File: src/rtl/traffic_signal_monitor.sv
// traffic_signal_monitor
//   Passive checker for the 4-road crossing. Watches the eight lamp buses
//   and the pedestrian line driven by the signal controller. It decodes each
//   lamp aspect, tracks per-lamp state and dwell time, and latches the first
//   safety or sequence violation. It never drives the lamps.
//
// Ports
//   clk                 rising-edge clock
//   reset               asynchronous, active-high reset
//   signal_M1..M4 [2:0] main-lane lamps of roads 1-4 (001 red, 010 yellow, 100 green)
//   signal_L1..L4 [2:0] left-turn lamps of roads 1-4
//   signal_pedestrian   1 = walk
//   clr_fault           synchronous clear of the latched fault
//   fault               sticky violation flag
//   fault_code    [2:0] 0 none, 1 encoding, 2 cross-road, 3 walk, 4 sequence,
//                       5 short dwell, 6 idle
//   fault_lamp    [3:0] M1..M4 = 0..3, L1..L4 = 4..7, pedestrian/none = 8
//   active_road   [2:0] lowest road (1-4) holding green/yellow, 0 if none
//   rotations     [7:0] road-1 main-lane red->green starts, wrapping
module traffic_signal_monitor #(
  parameter int MIN_GREEN  = 5,
  parameter int MIN_YELLOW = 2,
  parameter int MAX_IDLE   = 40,
  parameter int CW         = 8
) (
  input  logic       clk,
  input  logic       reset,
  input  logic [2:0] signal_M1,
  input  logic [2:0] signal_M2,
  input  logic [2:0] signal_M3,
  input  logic [2:0] signal_M4,
  input  logic [2:0] signal_L1,
  input  logic [2:0] signal_L2,
  input  logic [2:0] signal_L3,
  input  logic [2:0] signal_L4,
  input  logic       signal_pedestrian,
  input  logic       clr_fault,
  output logic       fault,
  output logic [2:0] fault_code,
  output logic [3:0] fault_lamp,
  output logic [2:0] active_road,
  output logic [7:0] rotations
);

  localparam logic [2:0] RED       = 3'b001;
  localparam logic [2:0] YEL       = 3'b010;
  localparam logic [2:0] GRN       = 3'b100;
  localparam logic [3:0] LAMP_NONE = 4'd8;

  function automatic logic [CW-1:0] sat_inc(input logic [CW-1:0] v);
    return (&v) ? v : v + 1'b1;
  endfunction

  function automatic logic is_onehot(input logic [2:0] v);
    return (v == RED) || (v == YEL) || (v == GRN);
  endfunction

  // Only the three skips of the red->green->yellow->red ring are illegal.
  function automatic logic is_illegal(input logic [2:0] from, input logic [2:0] to);
    return ((from == GRN) && (to == RED)) ||
           ((from == YEL) && (to == GRN)) ||
           ((from == RED) && (to == YEL));
  endfunction

  // Index 0..3 = M1..M4, 4..7 = L1..L4, so lamp i belongs to road (i % 4) + 1.
  logic [7:0][2:0] lamp_in;
  assign lamp_in = {signal_L4, signal_L3, signal_L2, signal_L1,
                    signal_M4, signal_M3, signal_M2, signal_M1};

  logic [7:0][2:0]    samp_q;
  logic               walk_q;
  logic [7:0][2:0]    prev_q, prev_d;
  logic [7:0][CW-1:0] dwell_q, dwell_d;
  logic [CW-1:0]      idle_q, idle_d;
  logic               fault_q, fault_d;
  logic [2:0]         code_q, code_d;
  logic [3:0]         lamp_q, lamp_d;
  logic [2:0]         road_q, road_d;
  logic [7:0]         rot_q, rot_d;

  logic [7:0] valid, act;
  logic [3:0] road_act;
  logic [2:0] lead_road;
  logic       bad_hit, cross_hit, walk_hit, seq_hit, dwl_hit, idle_hit, all_red;
  logic [3:0] bad_idx, cross_idx, seq_idx, dwl_idx;
  logic [2:0] det_code;
  logic [3:0] det_lamp;

  // ---- stage 1: sample all nine inputs ----
  always_ff @(posedge clk or posedge reset) begin
    if (reset) begin
      samp_q <= {8{RED}};
      walk_q <= 1'b0;
    end else begin
      samp_q <= lamp_in;
      walk_q <= signal_pedestrian;
    end
  end

  // ---- stage 2: judge sample against previous state ----
  always_comb begin
    valid     = '0;
    act       = '0;
    lead_road = 3'd0;
    bad_hit   = 1'b0;
    bad_idx   = LAMP_NONE;
    cross_hit = 1'b0;
    cross_idx = LAMP_NONE;
    seq_hit   = 1'b0;
    seq_idx   = LAMP_NONE;
    dwl_hit   = 1'b0;
    dwl_idx   = LAMP_NONE;
    prev_d    = prev_q;
    dwell_d   = dwell_q;

    for (int i = 0; i < 8; i++) begin
      valid[i] = is_onehot(samp_q[i]);
      act[i]   = valid[i] && (samp_q[i] != RED);
    end
    road_act = act[3:0] | act[7:4];

    // Lowest active road is treated as the legitimate holder of the crossing.
    for (int r = 3; r >= 0; r--) begin
      if (road_act[r]) lead_road = 3'(r + 1);
    end

    // Descending scans so the lowest lamp index is the one left recorded.
    for (int i = 7; i >= 0; i--) begin
      if (!valid[i]) begin
        bad_hit = 1'b1;
        bad_idx = 4'(i);
      end
      if (act[i] && (3'((i % 4) + 1) != lead_road)) begin
        cross_hit = 1'b1;
        cross_idx = 4'(i);
      end
      if (valid[i] && is_illegal(prev_q[i], samp_q[i])) begin
        seq_hit = 1'b1;
        seq_idx = 4'(i);
      end
      if (valid[i] &&
          (((prev_q[i] == GRN) && (samp_q[i] == YEL) && (dwell_q[i] < CW'(MIN_GREEN))) ||
           ((prev_q[i] == YEL) && (samp_q[i] == RED) && (dwell_q[i] < CW'(MIN_YELLOW))))) begin
        dwl_hit = 1'b1;
        dwl_idx = 4'(i);
      end
    end

    // Badly encoded lamps keep their last valid state and dwell.
    for (int i = 0; i < 8; i++) begin
      if (valid[i]) begin
        prev_d[i]  = samp_q[i];
        dwell_d[i] = (samp_q[i] != prev_q[i]) ? CW'(1) : sat_inc(dwell_q[i]);
      end
    end

    walk_hit = walk_q && (|act);
    all_red  = (samp_q == {8{RED}}) && !walk_q;
    idle_d   = all_red ? sat_inc(idle_q) : '0;
    idle_hit = (idle_d >= CW'(MAX_IDLE));

    det_code = 3'd0;
    det_lamp = LAMP_NONE;
    if (bad_hit) begin
      det_code = 3'd1;
      det_lamp = bad_idx;
    end else if (cross_hit) begin
      det_code = 3'd2;
      det_lamp = cross_idx;
    end else if (walk_hit) begin
      det_code = 3'd3;
    end else if (seq_hit) begin
      det_code = 3'd4;
      det_lamp = seq_idx;
    end else if (dwl_hit) begin
      det_code = 3'd5;
      det_lamp = dwl_idx;
    end else if (idle_hit) begin
      det_code = 3'd6;
    end

    // A fresh detection beats a clear arriving in the same cycle.
    fault_d = fault_q;
    code_d  = code_q;
    lamp_d  = lamp_q;
    if ((det_code != 3'd0) && (!fault_q || clr_fault)) begin
      fault_d = 1'b1;
      code_d  = det_code;
      lamp_d  = det_lamp;
    end else if (clr_fault) begin
      fault_d = 1'b0;
      code_d  = 3'd0;
      lamp_d  = LAMP_NONE;
    end

    road_d = lead_road;
    rot_d  = rot_q;
    if (valid[0] && (prev_q[0] == RED) && (samp_q[0] == GRN)) rot_d = rot_q + 8'd1;
  end

  always_ff @(posedge clk or posedge reset) begin
    if (reset) begin
      prev_q  <= {8{RED}};
      dwell_q <= '0;
      idle_q  <= '0;
      fault_q <= 1'b0;
      code_q  <= 3'd0;
      lamp_q  <= LAMP_NONE;
      road_q  <= 3'd0;
      rot_q   <= 8'd0;
    end else begin
      prev_q  <= prev_d;
      dwell_q <= dwell_d;
      idle_q  <= idle_d;
      fault_q <= fault_d;
      code_q  <= code_d;
      lamp_q  <= lamp_d;
      road_q  <= road_d;
      rot_q   <= rot_d;
    end
  end

  assign fault       = fault_q;
  assign fault_code  = code_q;
  assign fault_lamp  = lamp_q;
  assign active_road = road_q;
  assign rotations   = rot_q;

endmodule

File: config.mk
export PLATFORM = sky130hd
export DESIGN_NAME = traffic_signal_monitor
export DESIGN_NICKNAME = d
export VERILOG_FILES = /design/src/rtl/traffic_signal_monitor.sv
export SDC_FILE = /design/constraint.sdc
export NUM_CORES = 1
export LEC_CHECK = 0
export CAP_MARGIN = 20
export CORE_ASPECT_RATIO = 1.5
export CORE_MARGIN = 2
export CORE_UTILIZATION = 36
export CTS_CLUSTER_SIZE = 20
export DETAILED_ROUTE_END_ITERATION = 7
export PLACE_DENSITY = 0.62
export SLEW_MARGIN = 30
export SYNTH_ARGS = -nofsm -noshare
export SYNTH_HDL_FRONTEND = slang
export SYNTH_SLANG_ARGS = --single-unit
File: constraint.sdc
create_clock -name clk -period 12.65 [get_ports clk]
set_clock_uncertainty 0.15 [all_clocks]
set_input_delay 1.8975 -clock clk [delete_from_list [all_inputs] [get_ports clk]]
set_output_delay 1.8975 -clock clk [all_outputs]
set_load 0.005 [all_outputs]
==> summary.txt <==
Run
  – Max-cap violation count: 0

Clocking
  – Root cell of the clock tree: clkbuf_16
  – CTS resizes: 0
  – Max H-tree Level: 4
  – Total setup buffers inserted after CTS: 0
  – Worst-skew pair later-pin latency: 0.43 ns
  – Maximum clock insertion buffer count: 2
  – Clock buffers created by TritonCTS: 17
  – CTS tree: yes
  – Count of hold buffers inserted by post-cts repair: 0
  – Number of sinks handled by clock tree synthesis: 140
  – Clock-pin slew on the worst setup and hold paths: 0.06 ns

Power
  – Worst supply voltage drop on vdd: about 100 µV
  – PwrDens: 137 mW/mm²
  – Static leakage: 3.79 nW

Critical path
  – Chain of cells forming the critical path: clkdlybuf4s50_1
  – Reg2Reg Depth: 8
  – Combined buffer and inverter count along the critical path: 1
  – Critical path's top delay family: flip-flops
  – R2R Path Start: samp_q[12]
  – CP max stage cell: dfstp_2
  – Flop-to-flop setup slack: ~9.4 ns
  – Top fanout value on the critical path: 2
  – Reg-to-reg endpoint: fault_code[1]
  – Nature of the critical path startpoint: flop
  – Worst Path Required: 10.60 ns
  – Crit path DAT: 1.45 ns
  – Category of the worst setup path capture point: output pin
  – Longest individual stage delay on the worst path: between 0.5 and 0.6 ns
  – Category of the most critical setup path: reg2out

Floorplanning
  – # IOs: 47
  – Effective utilization at floorplan: 0.364
  – Site row count: 67
  – Vertical die dimension: about 190 µm
  – Die area: 0.0236 mm²
  – Floorplan Core Area: 0.0221 mm²
  – Die Wd: 126 µm

Route
  – DRC violation total after the first TritonRoute iteration: 322
  – Post-Route WL: about 18000 µm
  – Total vias in the final route: 6519
  – Number of vias per cell: 5.29
  – Remaining design rule violation count: 0
  – DR pass1 iterations: 7
  – Drt wl/cell: 14.6 µm
  – Post-DRT Antenna Nets: 0

STA
  – Final Max Tran Viols: 0
  – Share of the cycle needed by the critical path after routing: 0.276
  – Worst slew margin relative to its limit: 0.472
  – Worst Tran Pin Value: between 0.7 and 0.8 ns
  – Final count of negative-setup-slack endpoints: 0
  – Max Clock Freq: 0.286 GHz
  – Clock period minus final worst setup slack: 3.50 ns
  – Final Hold Vio Count: 0
  – Setup total negative slack: 0 ns
  – Unrepaired setup endpoints after global routing: false

Yosys
  – Cell Area, Synth: 0.00805 mm²
  – Gate Count Post-Synth: between 900 and 1000
  – Mapped Nets: 955
  – Total of flip-flops plus latches after synthesis: between 100 and 150
  – Combinational family with the most area after synthesis: simple AND/OR/NAND/NOR gates
  – Area share of the leading cell type in the synthesized netlist: 0.382
  – Post-synthesis cell type count: 69
  – Leading post-synthesis cells by cell area: dfrtp_1 38%, nor2_1 6.2%, dfstp_2 5.5%
  – XOR/XNOR Fraction of Synth Area: 0.0805
  – Avg Inst Size Synth: 8.86 µm²
  – Simple-gate share of the synthesized area: 0.249
  – Largest area contributor in the synthesized netlist: dfrtp_1
  – Ys Warns: 0
  – Number of enable flip-flop cells after synthesis: 0
  – Adder-cell share of the synthesized area: 0.0280
  – Fraction of synthesized area in multiplexers: 0.00761
  – Proportion of synthesized chip area in sequential cells: 0.438
  – Post-synthesis compound-gate area fraction: 0.151
  – Share of synthesized flip-flops with an asynchronous set or reset: 1.00
  – Most used DFF post-synth: dfrtp_1

Layout
  – Antenna diode count: 0
  – Commonest cells after routing, fill and taps aside: 132 x nor2_1, 123 x dfrtp_1, 62 x nand2_1
  – Commonest non-fill, non-tap cell in the layout: nor2_1
  – Final #Nets: a little under 1000
  – Post-synthesis to final-layout area growth: 16.4%
  – Fraction of layout cells with a size suffix above 1: 0.0659
  – Share of the core filled with cells: 0.423

Global routing
  – Number of antenna violations at the first check in global routing: 0
  – Via count of the first global-routing pass: around 6500
  – Global-route usage over all layers: 0.162
  – Largest net degree at the start of global routing: 80
  – First-pass GRT wire length: between 30000 and 40000 µm
  – Total gr overflow: 0

Run status
  – Outcome: completed

Worst hold path
  – Hold EP: rotations[7]
  – Min-Delay Path Depth: 1
  – Critical hold path startpoint: rotations[7]
  – Type of the most critical hold path: reg2reg

Place
  – Routability-driven placement congestion ratio: 0.839
  – DP HPWL: around 13000 µm
  – Port Buffer Count: 46
==> layer usage <==
metal  up-vias  track usage  part of all wire
li1       3287            -                 -
met1      3117        0.188              0.42
met2        87        0.292              0.53
met3        28       0.0275             0.023
met4         0       0.0672             0.029
met5         -            0                 0
==> where the power goes <==
group	internal (W)	switching [W]	total, W
clock	0.000344	0.000191	0.000535
combinational	0.0000911	0.000111	0.000202
sequential	0.000489	0.0000589	0.000548
total	0.000925	0.000360	0.00128
==> kinds of logic after synthesis <==
group | Yosys count
fa+ha+maj | 18
buf+inv | 92
compound gates | 188
mux | 6
xor+xnor | 74
flops | 140
simple gates | 391
==> cells in the mapped netlist, types with 17 or more instances <==
cell type and n:
nand3_1 43, dfrtp_1 123, inv_1 59, o21ai_0 51, nand4_1 20, nor3_1 21, clkbuf_1 18, nor2_1 132
xnor2_1 41, o32ai_1 18, xor2_1 33, dfstp_2 17, ha_1 18, nand2_1 62, a21oi_1 41
==> registers in the layout (all words and copies together) (netlist names) <==
| name | flops |
|---|---|
| fault | 1 |
| idle_q | 8 |
| active_road | 3 |
| rotations | 8 |
| samp_q | 24 |
| prev_q | 24 |
| dwell_q | 64 |
| fault_lamp | 4 |
| fault_code | 3 |
| walk_q | 1 |
==> layout make-up <==
type                    instances  area [µm²]
fillers                      2237       12800
clock buffers                  21         470
clock inverters                11         166
repair buffers                 48         475
flip-flops and latches        140        3520
well taps                     276         345
inverters                      59         226
multi-input cells             677        4160
==> through the flow <==
stage               power, W  hold WS, ns  cells  setup slack [ns]  cell area (µm²)
finish               0.00128        0.333   1232              9.15             9370
global route         0.00136        0.366   1232              8.94             9370
CTS                  0.00130        0.342   1232              9.12             9370
detailed placement  0.000760        0.331   1200              8.69             8730
global placement    0.000754        0.326   1200              8.71             8730
floorplan           0.000690        0.318    909              6.88             8050
==> worst max path at each step <==
stage | slack [ns] | from | end | cells after the start
floorplan | 6.88 | reset | active_road[0] | 1
global placement | 8.71 | reset | dwell_q[15] | 3
detailed placement | 8.69 | reset | dwell_q[49] | 3
CTS | 9.12 | fault_lamp[3] | fault_lamp[3] | 1
global route | 8.94 | reset | dwell_q[34] | 3
finish | 9.15 | fault_lamp[3] | fault_lamp[3] | 1
Power figures use the tool's default switching activity.
